`config.mk`:
```
export PLATFORM = sky130hd
export DESIGN_NAME = keypad_scanner
export DESIGN_NICKNAME = d
export VERILOG_FILES = /design/src/rtl/keypad_scanner.sv
export SDC_FILE = /design/constraint.sdc
export NUM_CORES = 1
export LEC_CHECK = 0
export ABC_AREA = 1
export CAP_MARGIN = 20
export CELL_PAD_IN_SITES_DETAIL_PLACEMENT = 1
export CELL_PAD_IN_SITES_GLOBAL_PLACEMENT = 2
export CORE_UTILIZATION = 39
export DETAILED_ROUTE_END_ITERATION = 10
export GPL_TIMING_DRIVEN = 0
export PLACE_DENSITY = 0.8
export SLEW_MARGIN = 40
export SYNTH_ARGS = -nofsm -noshare
export SYNTH_HDL_FRONTEND = slang
export SYNTH_SLANG_ARGS = --single-unit
```
`constraint.sdc`:
```
create_clock -name system_clk -period 3.3 [get_ports system_clk]
set_input_delay 0.99 -clock system_clk [delete_from_list [all_inputs] [get_ports system_clk]]
set_output_delay 0.99 -clock system_clk [all_outputs]
set_load 0.02 [all_outputs]
```
`src/rtl/keypad_scanner.sv`:
```
// ---------------------------------------------------------------------------
// keypad_scanner
//
// Scans a 4x4 active-low key matrix one column at a time, debounces the
// per-scan result and reports one key code with a single-cycle valid strobe
// per accepted press.
//
// Ports:
//   system_clk  in   1  system clock
//   rst         in   1  asynchronous active-high reset
//   key_row     in   4  matrix rows, active-low, asynchronous to system_clk
//   key_col     out  4  column drive, active-low one-hot
//   key_code    out  4  last accepted key, row_idx*4 + col_idx
//   key_valid   out  1  one-cycle strobe when key_code is (re)issued
//   key_down    out  1  high while the accepted key is held
//
// Optional feature macro: KEYPAD_REPEAT_EN
//   When defined, a held key re-strobes key_valid after REPEAT_DELAY_SCANS
//   held scans and then every REPEAT_RATE_SCANS held scans.
// ---------------------------------------------------------------------------
module keypad_scanner #(
    parameter int SCAN_DIV           = 1000,
    parameter int DEBOUNCE_SCANS     = 4,
    parameter int REPEAT_DELAY_SCANS = 64,
    parameter int REPEAT_RATE_SCANS  = 16
) (
    input  logic       system_clk,
    input  logic       rst,
    input  logic [3:0] key_row,
    output logic [3:0] key_col,
    output logic [3:0] key_code,
    output logic       key_valid,
    output logic       key_down
);

    localparam int DIV_W = (SCAN_DIV > 1) ? $clog2(SCAN_DIV) : 1;
    localparam int DB_W  = $clog2(DEBOUNCE_SCANS + 1);

    localparam logic [DIV_W-1:0] DIV_LAST  = DIV_W'(SCAN_DIV - 1);
    localparam logic [DB_W-1:0]  DB_TARGET = DB_W'(DEBOUNCE_SCANS);

    typedef enum logic [1:0] {
        IDLE     = 2'd0,
        DEBOUNCE = 2'd1,
        HELD     = 2'd2,
        RELEASE  = 2'd3
    } state_t;

    // -----------------------------------------------------------------------
    // Scan and accumulation state
    // -----------------------------------------------------------------------
    logic [3:0]       row_meta;
    logic [3:0]       row_sync;
    logic [DIV_W-1:0] div_cnt;
    logic [1:0]       col_idx;
    logic             hit_reg;
    logic [3:0]       cand_reg;

    // -----------------------------------------------------------------------
    // Debounce FSM state
    // -----------------------------------------------------------------------
    state_t           state;
    logic [3:0]       latched;
    logic [DB_W-1:0]  db_cnt;

    logic [3:0]       row_low;
    logic [1:0]       col_row;
    logic             col_hit;
    logic             sample_now;
    logic             scan_end;
    logic             scan_hit;
    logic [3:0]       scan_cand;
    logic [DB_W-1:0]  db_inc;

    genvar gi;
    generate
        for (gi = 0; gi < 4; gi++) begin : g_row_low
            assign row_low[gi] = ~row_sync[gi];
        end
    endgenerate

    // Lowest pressed row index within the currently sampled column.
    always_comb begin
        col_row = 2'd0;
        for (int r = 3; r >= 0; r--) begin
            if (row_low[r]) begin
                col_row = 2'(r);
            end
        end
    end

    assign col_hit    = |row_low;
    assign sample_now = (div_cnt == DIV_LAST);
    assign scan_end   = sample_now && (col_idx == 2'd3);

    // Fold the col3 sample into the scan result so the FSM sees the whole
    // scan on the very edge that ends it.
    assign scan_hit  = hit_reg | col_hit;
    assign scan_cand = hit_reg ? cand_reg : {col_row, col_idx};

    // Saturating increment; the FSM leaves the counting state on reaching
    // the target, so saturation is only a guard.
    assign db_inc = (db_cnt == DB_TARGET) ? db_cnt : db_cnt + DB_W'(1);

    // -----------------------------------------------------------------------
    // Synchroniser, column dwell/rotation and per-scan accumulation
    // -----------------------------------------------------------------------
    always_ff @(posedge system_clk or posedge rst) begin
        if (rst) begin
            row_meta <= 4'b1111;
            row_sync <= 4'b1111;
            div_cnt  <= '0;
            col_idx  <= 2'd0;
            key_col  <= 4'b1110;
            hit_reg  <= 1'b0;
            cand_reg <= 4'd0;
        end else begin
            row_meta <= key_row;
            row_sync <= row_meta;
            if (sample_now) begin
                div_cnt <= '0;
                col_idx <= col_idx + 2'd1;
                key_col <= {key_col[2:0], key_col[3]};
                if (col_idx == 2'd3) begin
                    hit_reg  <= 1'b0;
                    cand_reg <= 4'd0;
                end else if (!hit_reg && col_hit) begin
                    // First hit in scan order wins; later hits are ignored.
                    hit_reg  <= 1'b1;
                    cand_reg <= {col_row, col_idx};
                end
            end else begin
                div_cnt <= div_cnt + DIV_W'(1);
            end
        end
    end

`ifdef KEYPAD_REPEAT_EN
    localparam int REP_MAX = (REPEAT_DELAY_SCANS > REPEAT_RATE_SCANS) ?
                             REPEAT_DELAY_SCANS : REPEAT_RATE_SCANS;
    localparam int REP_W   = $clog2(REP_MAX + 1);

    // rep_cnt counts held scans toward the first repeat; once rep_armed is
    // set it restarts and counts toward each subsequent repeat.
    logic [REP_W-1:0] rep_cnt;
    logic             rep_armed;
    logic [REP_W-1:0] rep_inc;
    logic [REP_W-1:0] rep_goal;

    assign rep_inc  = rep_cnt + REP_W'(1);
    assign rep_goal = rep_armed ? REP_W'(REPEAT_RATE_SCANS)
                                : REP_W'(REPEAT_DELAY_SCANS);
`else
    // Repeat timing is only meaningful with the repeat feature built in.
    if (REPEAT_DELAY_SCANS < 0 || REPEAT_RATE_SCANS < 0) begin : g_repeat_unused
    end
`endif

    // -----------------------------------------------------------------------
    // Debounce FSM with registered outputs; advances only at scan end.
    // -----------------------------------------------------------------------
    always_ff @(posedge system_clk or posedge rst) begin
        if (rst) begin
            state     <= IDLE;
            latched   <= 4'd0;
            db_cnt    <= '0;
            key_code  <= 4'd0;
            key_valid <= 1'b0;
            key_down  <= 1'b0;
`ifdef KEYPAD_REPEAT_EN
            rep_cnt   <= '0;
            rep_armed <= 1'b0;
`endif
        end else begin
            key_valid <= 1'b0;
            if (scan_end) begin
                case (state)
                    IDLE: begin
                        if (scan_hit) begin
                            state   <= DEBOUNCE;
                            latched <= scan_cand;
                            db_cnt  <= DB_W'(1);
                        end
                    end
                    DEBOUNCE: begin
                        if (scan_hit && (scan_cand == latched)) begin
                            if (db_inc == DB_TARGET) begin
                                state     <= HELD;
                                key_code  <= latched;
                                key_valid <= 1'b1;
                                key_down  <= 1'b1;
                                db_cnt    <= '0;
`ifdef KEYPAD_REPEAT_EN
                                rep_cnt   <= '0;
                                rep_armed <= 1'b0;
`endif
                            end else begin
                                db_cnt <= db_inc;
                            end
                        end else begin
                            // A gap or a different key restarts debouncing.
                            state  <= IDLE;
                            db_cnt <= '0;
                        end
                    end
                    HELD: begin
                        if (!scan_hit) begin
                            state  <= RELEASE;
                            db_cnt <= DB_W'(1);
`ifdef KEYPAD_REPEAT_EN
                            rep_cnt   <= '0;
                            rep_armed <= 1'b0;
                        end else begin
                            if (rep_inc == rep_goal) begin
                                key_valid <= 1'b1;
                                rep_cnt   <= '0;
                                rep_armed <= 1'b1;
                            end else begin
                                rep_cnt <= rep_inc;
                            end
`endif
                        end
                    end
                    RELEASE: begin
                        if (scan_hit) begin
                            // Release bounce: back to HELD without a strobe.
                            state  <= HELD;
                            db_cnt <= '0;
`ifdef KEYPAD_REPEAT_EN
                            rep_cnt   <= '0;
                            rep_armed <= 1'b0;
`endif
                        end else if (db_inc == DB_TARGET) begin
                            state    <= IDLE;
                            key_down <= 1'b0;
                            db_cnt   <= '0;
                        end else begin
                            db_cnt <= db_inc;
                        end
                    end
                    default: begin
                        state  <= IDLE;
                        db_cnt <= '0;
                    end
                endcase
            end
        end
    end

endmodule

```
# After elaboration in Yosys (flattened, before gate mapping)
# Index checks and enable logic that the tools add are counted.
# totals
ff_bits	44
latchBits	0
ram_bits	0
romBits	0
inputBits	6
output_inout_bits	10
mem_count	0
# classes
add_sub_neg	3
mul	0
n_div	0
n_lt_le_gt_ge	0
n_eq_ne	16
shift	0
muxes	33
bitwise	5
reduce_logical	14
# op_table
cell	count
2-bit two-way mux	10
3-bit two-way mux	6
4-bit two-way mux	3
2-bit inequality test (second input constant)	6
3-bit one-hot mux with 4 select lines	1
10-bit by 1-bit adder with 10-bit output (second input constant)	1
10-bit equality test (second input constant)	1
1-bit two-way mux	10
10-bit two-way mux	1
2-bit one-hot mux with 4 select lines	1
2-bit equality test (second input constant)	3
3-bit equality test (second input constant)	2
3-bit inequality test (second input constant)	2
3-bit AND reduction	2
6-bit AND reduction	1
5-bit AND reduction	1
4-bit equality test	1
1-bit NOT	4
4-bit AND reduction	1
2-bit nonzero test	2
4-bit OR reduction	1
3-bit by 1-bit adder with 3-bit output (second input constant)	1
1-bit logical AND	3
2-bit by 1-bit adder with 2-bit output (second input constant)	1
6 further kinds	6

# Longest topological paths before layout
# logic_depth
ltp_word	10
depth_mapped	14

# Worst setup path after synthesis
# Ideal clock, no wire load.
# synth_path
path_type	register to output
from	register key_col[1]
to	output port key_col[1]
arrival_ns	0.571
required_ns	2.310
setup_slack_ns	1.739
path_stages_with_launch	1
path_cell_list	dfstp_2
# synth_rtl
element	line_no	text
start: declaration	30	output logic [3:0] key_col,
start signal: assignment	123	key_col <= {key_col[2:0], key_col[3]};
# No word-level cell between the ends.

# Final worst setup path
# layout_path
from	register key_col[3]
to	output port key_col[3]
# No word-level cell between the ends.

==> impl_metrics.tcl <==
set metrics [dict create \
    htree_levels 2 \
    cts_buffers 5 \
    antenna_found_initial 0 \
    worst_setup_path_start_kind "flip-flop" \
    period_share 0.7405 \
    maxSlewViolCount 0 \
    wl_mm 4.149 \
    top_register "div_cnt" \
    core_mm2 0.005238 \
    clkTransAtPathRegs_ns 0.08 \
    syn-num-nets 248 \
    status "complete, no violations" \
    min_from "row_meta[2]$_DFF_PP1_" \
    grtUsageTotal 0.1686 \
    drive_gt1_frac 0.2115 \
    seqCellArea_mm2 0.001115 \
    fin_tns_setup_ns 0 \
    endpoint_kind "output pin" \
    cts_tree "built" \
    crit_start "key_col[3]$_DFFE_PP1N_" \
    crit_fanout 3 \
    slew_headroom 0.7316 \
    vias_per_cell 4.815 \
    numClockSinks 44 \
    nets 271 \
    layout_min_cycle_time_ns 2.444 \
    io_buffers 15 \
    synth_seq_area_share 0.5121 \
    final_common_cell "nand2_1" \
    syn_area_mm2 0.002177 \
    grt_pass1_wl_mm 7.886 \
    p_comb_frac 0.031 \
    start_util 0.4157 \
    grt_max_degree 30 \
    syn_avg_cell_area_um2 9.225 \
    ioPinCount 16 \
    syn_to_final_growth_pct 15.98 \
    cp_slowest_cell "clkdlybuf4s50_1" \
    cp_num_buf_inv 1 \
    ys_warn_count 0 \
    cpPeakStageDelay_ns 0.61 \
    holdBufCountCts 0 \
    p_int_uw 706.6 \
    gp_congestion 0.7313 \
    n_antenna_cell 0 \
    cts_resized 0 \
    maxCapViolCount 0 \
    nFillCells 625 \
    cts_setup_buffers 0 \
    path_cells "clkdlybuf4s50_1" \
    seqPwrFrac 0.603 \
    p_sw_frac 0.2276 \
    dp_slack_ns 1.167 \
    fin_ws_ns 0.8565 \
    hp-class "flip-flop to flip-flop" \
    clk_latency_ns 0.29 \
    power_density_mw_per_mm2 362.3 \
    r2r_start "div_cnt[0]$_DFF_PP0_" \
    dp_hpwl_mm 3.302 \
    drtAntennaViolNets 0 \
    ir_worst_vdd_mv 0.1559 \
    layout_common_cells "nand2_1 (53), dfrtp_1 (33), inv_1 (23)" \
    largest_reg_flops 10 \
    ys_types 30 \
    drc 0 \
    die_h_um 76.72 \
    wl_per_cell_um 12.57 \
    cts_max_path_buffers 2 \
    first_global_vias 1707 \
    die-area_mm2 0.005885 \
    finalSetupViolCount 0 \
    dr.first_iter.drc_count 76 \
    max_clock_freq_mhz 409.2 \
    worst_slew_pin_slew_ns 0.3999 \
    multi_input_area_um2 938.4 \
    root_buffer "clkbuf_8" \
    vias 1589 \
    hold_viol 0 \
    rsz0062_at_grt "no" \
    overflow 0 \
    worstPathRequired_ns 2.31 \
    critical_path_class "flip-flop to output pin" \
    ys_ff_latch 44 \
    p_clk_frac 0.366 \
    drtPass1Iterations 4 \
    skew_ns 0.003371 \
    p_leak_nw 1.157 \
    die_width_um 76.72 \
    syn_inst 236 \
    rows 26 \
    critPathTopFamily "buffers and inverters" \
    switching_power_uw 208.2 \
    critical_path_arrival_ns 1.45 \
]
## cells in the mapped netlist
cell type	number	area, um2
a21oi_1	8	40.04
a21oi_2	1	8.760
a31oi_1	1	6.260
clkinv_1	2	7.510
dfrtp_1	33	825.8
dfstp_2	11	289.0
ha_1	6	75.07
inv_1	24	90.09
inv_2	7	26.28
mux2_1	1	11.26
mux2_4	3	45.04
nand2_1	53	198.9
nand2_2	5	31.28
nand2_4	4	45.04
nand3_1	15	75.07
nand3_2	1	10.01
nand3_4	2	35.03
nand4_1	3	18.77
nor2_1	17	63.81
nor2_2	3	18.77
nor2_4	3	33.78
nor3_1	5	25.02
nor3_2	1	10.01
nor3_4	1	16.27
nor3b_1	1	7.510
o2111ai_1	1	8.760
o21ai_0	10	50.05
o21ai_1	5	25.02
o21ai_2	3	26.28
xor2_1	6	52.55
## worst paths after layout
path | to | slack [ns] | depth (start not counted)
setup / recovery | key_col[3] | 0.86 | 1
hold / removal | row_sync[2]$_DFF_PP1_ | 0.36 | 0
setup reg to reg | key_code[2]$_DFFE_PP0P_ | 1.53 | 10
hold reg to reg | row_sync[2]$_DFF_PP1_ | 0.36 | 0
max in group asynchronous | row_sync[3]$_DFF_PP1_ | 1.85 | 3
min in group asynchronous | cand_reg[3]$_DFFE_PP0P_ | 0.96 | 2
## power groups by stage
| stage | registers [mW] | clock network [mW] | logic, mW |
|---|---|---|---|
| after floorplan | 0.560 | 0 | 0.0156 |
| after global placement | 0.562 | 0 | 0.0267 |
| after detailed placement | 0.561 | 0 | 0.0305 |
| after CTS | 0.552 | 0.354 | 0.0304 |
| after global routing | 0.552 | 0.366 | 0.0336 |
| final | 0.551 | 0.335 | 0.0287 |
## area by class of cell
class,count,share of cell area
Clock buffer,5,0.02725
Clock inverter,3,0.007433
Inverter,33,0.05005
Multi-Input combinational cell,159,0.3717
Sequential cell,44,0.4415
Tap cell,70,0.03469
Timing Repair Buffer,16,0.06739
## stage by stage
step	hold WS, ns	cells	instance area, um2	power, mW	util
floorplan	0.3452	236	2177	0.5757	-
global placement	0.3476	321	2415	0.5884	0.4611
detailed placement	0.3475	322	2437	0.5920	0.4654
CTS	0.3607	330	2525	0.9360	0.4821
global route	0.3631	330	2525	0.9520	0.4821
finish	0.3600	330	2525	0.9148	0.4821
## logic make-up (layout without fill, tap and decap cells)
logic type               Yosys count  after routing  synth area share
XOR/XNOR                           6              6           0.02414
AND/OR/NAND/NOR                  114            114            0.2707
flip-flops                        44             44            0.5121
AO/OA/AOI/OAI                     29             29           0.07587
multiplexers                       4              4           0.02586
buffers and inverters             33             57           0.05690
adder cells (fa/ha/maj)            6              6           0.03448
## worst register-to-register path, cell delays in order (launching register included)
cell and delay, ns:
dfrtp_1 0.42, ha_1 0.24, nand2_1 0.10, inv_2 0.10
nand3_4 0.15, nor2_4 0.19, inv_2 0.09, nor2_4 0.12
nand2_4 0.11, nand2_1 0.09, o21ai_2 0.05
## metal layers
| layer | up-vias | routed length, um | track usage | share of wire |
|---|---|---|---|---|
| met4 | 0 | 60 | 0.06346 | 0.014 |
| met3 | 5 | 77 | 0.02857 | 0.019 |
| li1 | 799 | - | - | - |
| met1 | 773 | 2123 | 0.2396 | 0.51 |
| met5 | - | 0 | 0 | 0 |
| met2 | 12 | 1888 | 0.2563 | 0.46 |
Note: power is estimated with default switching activity, not from simulation.
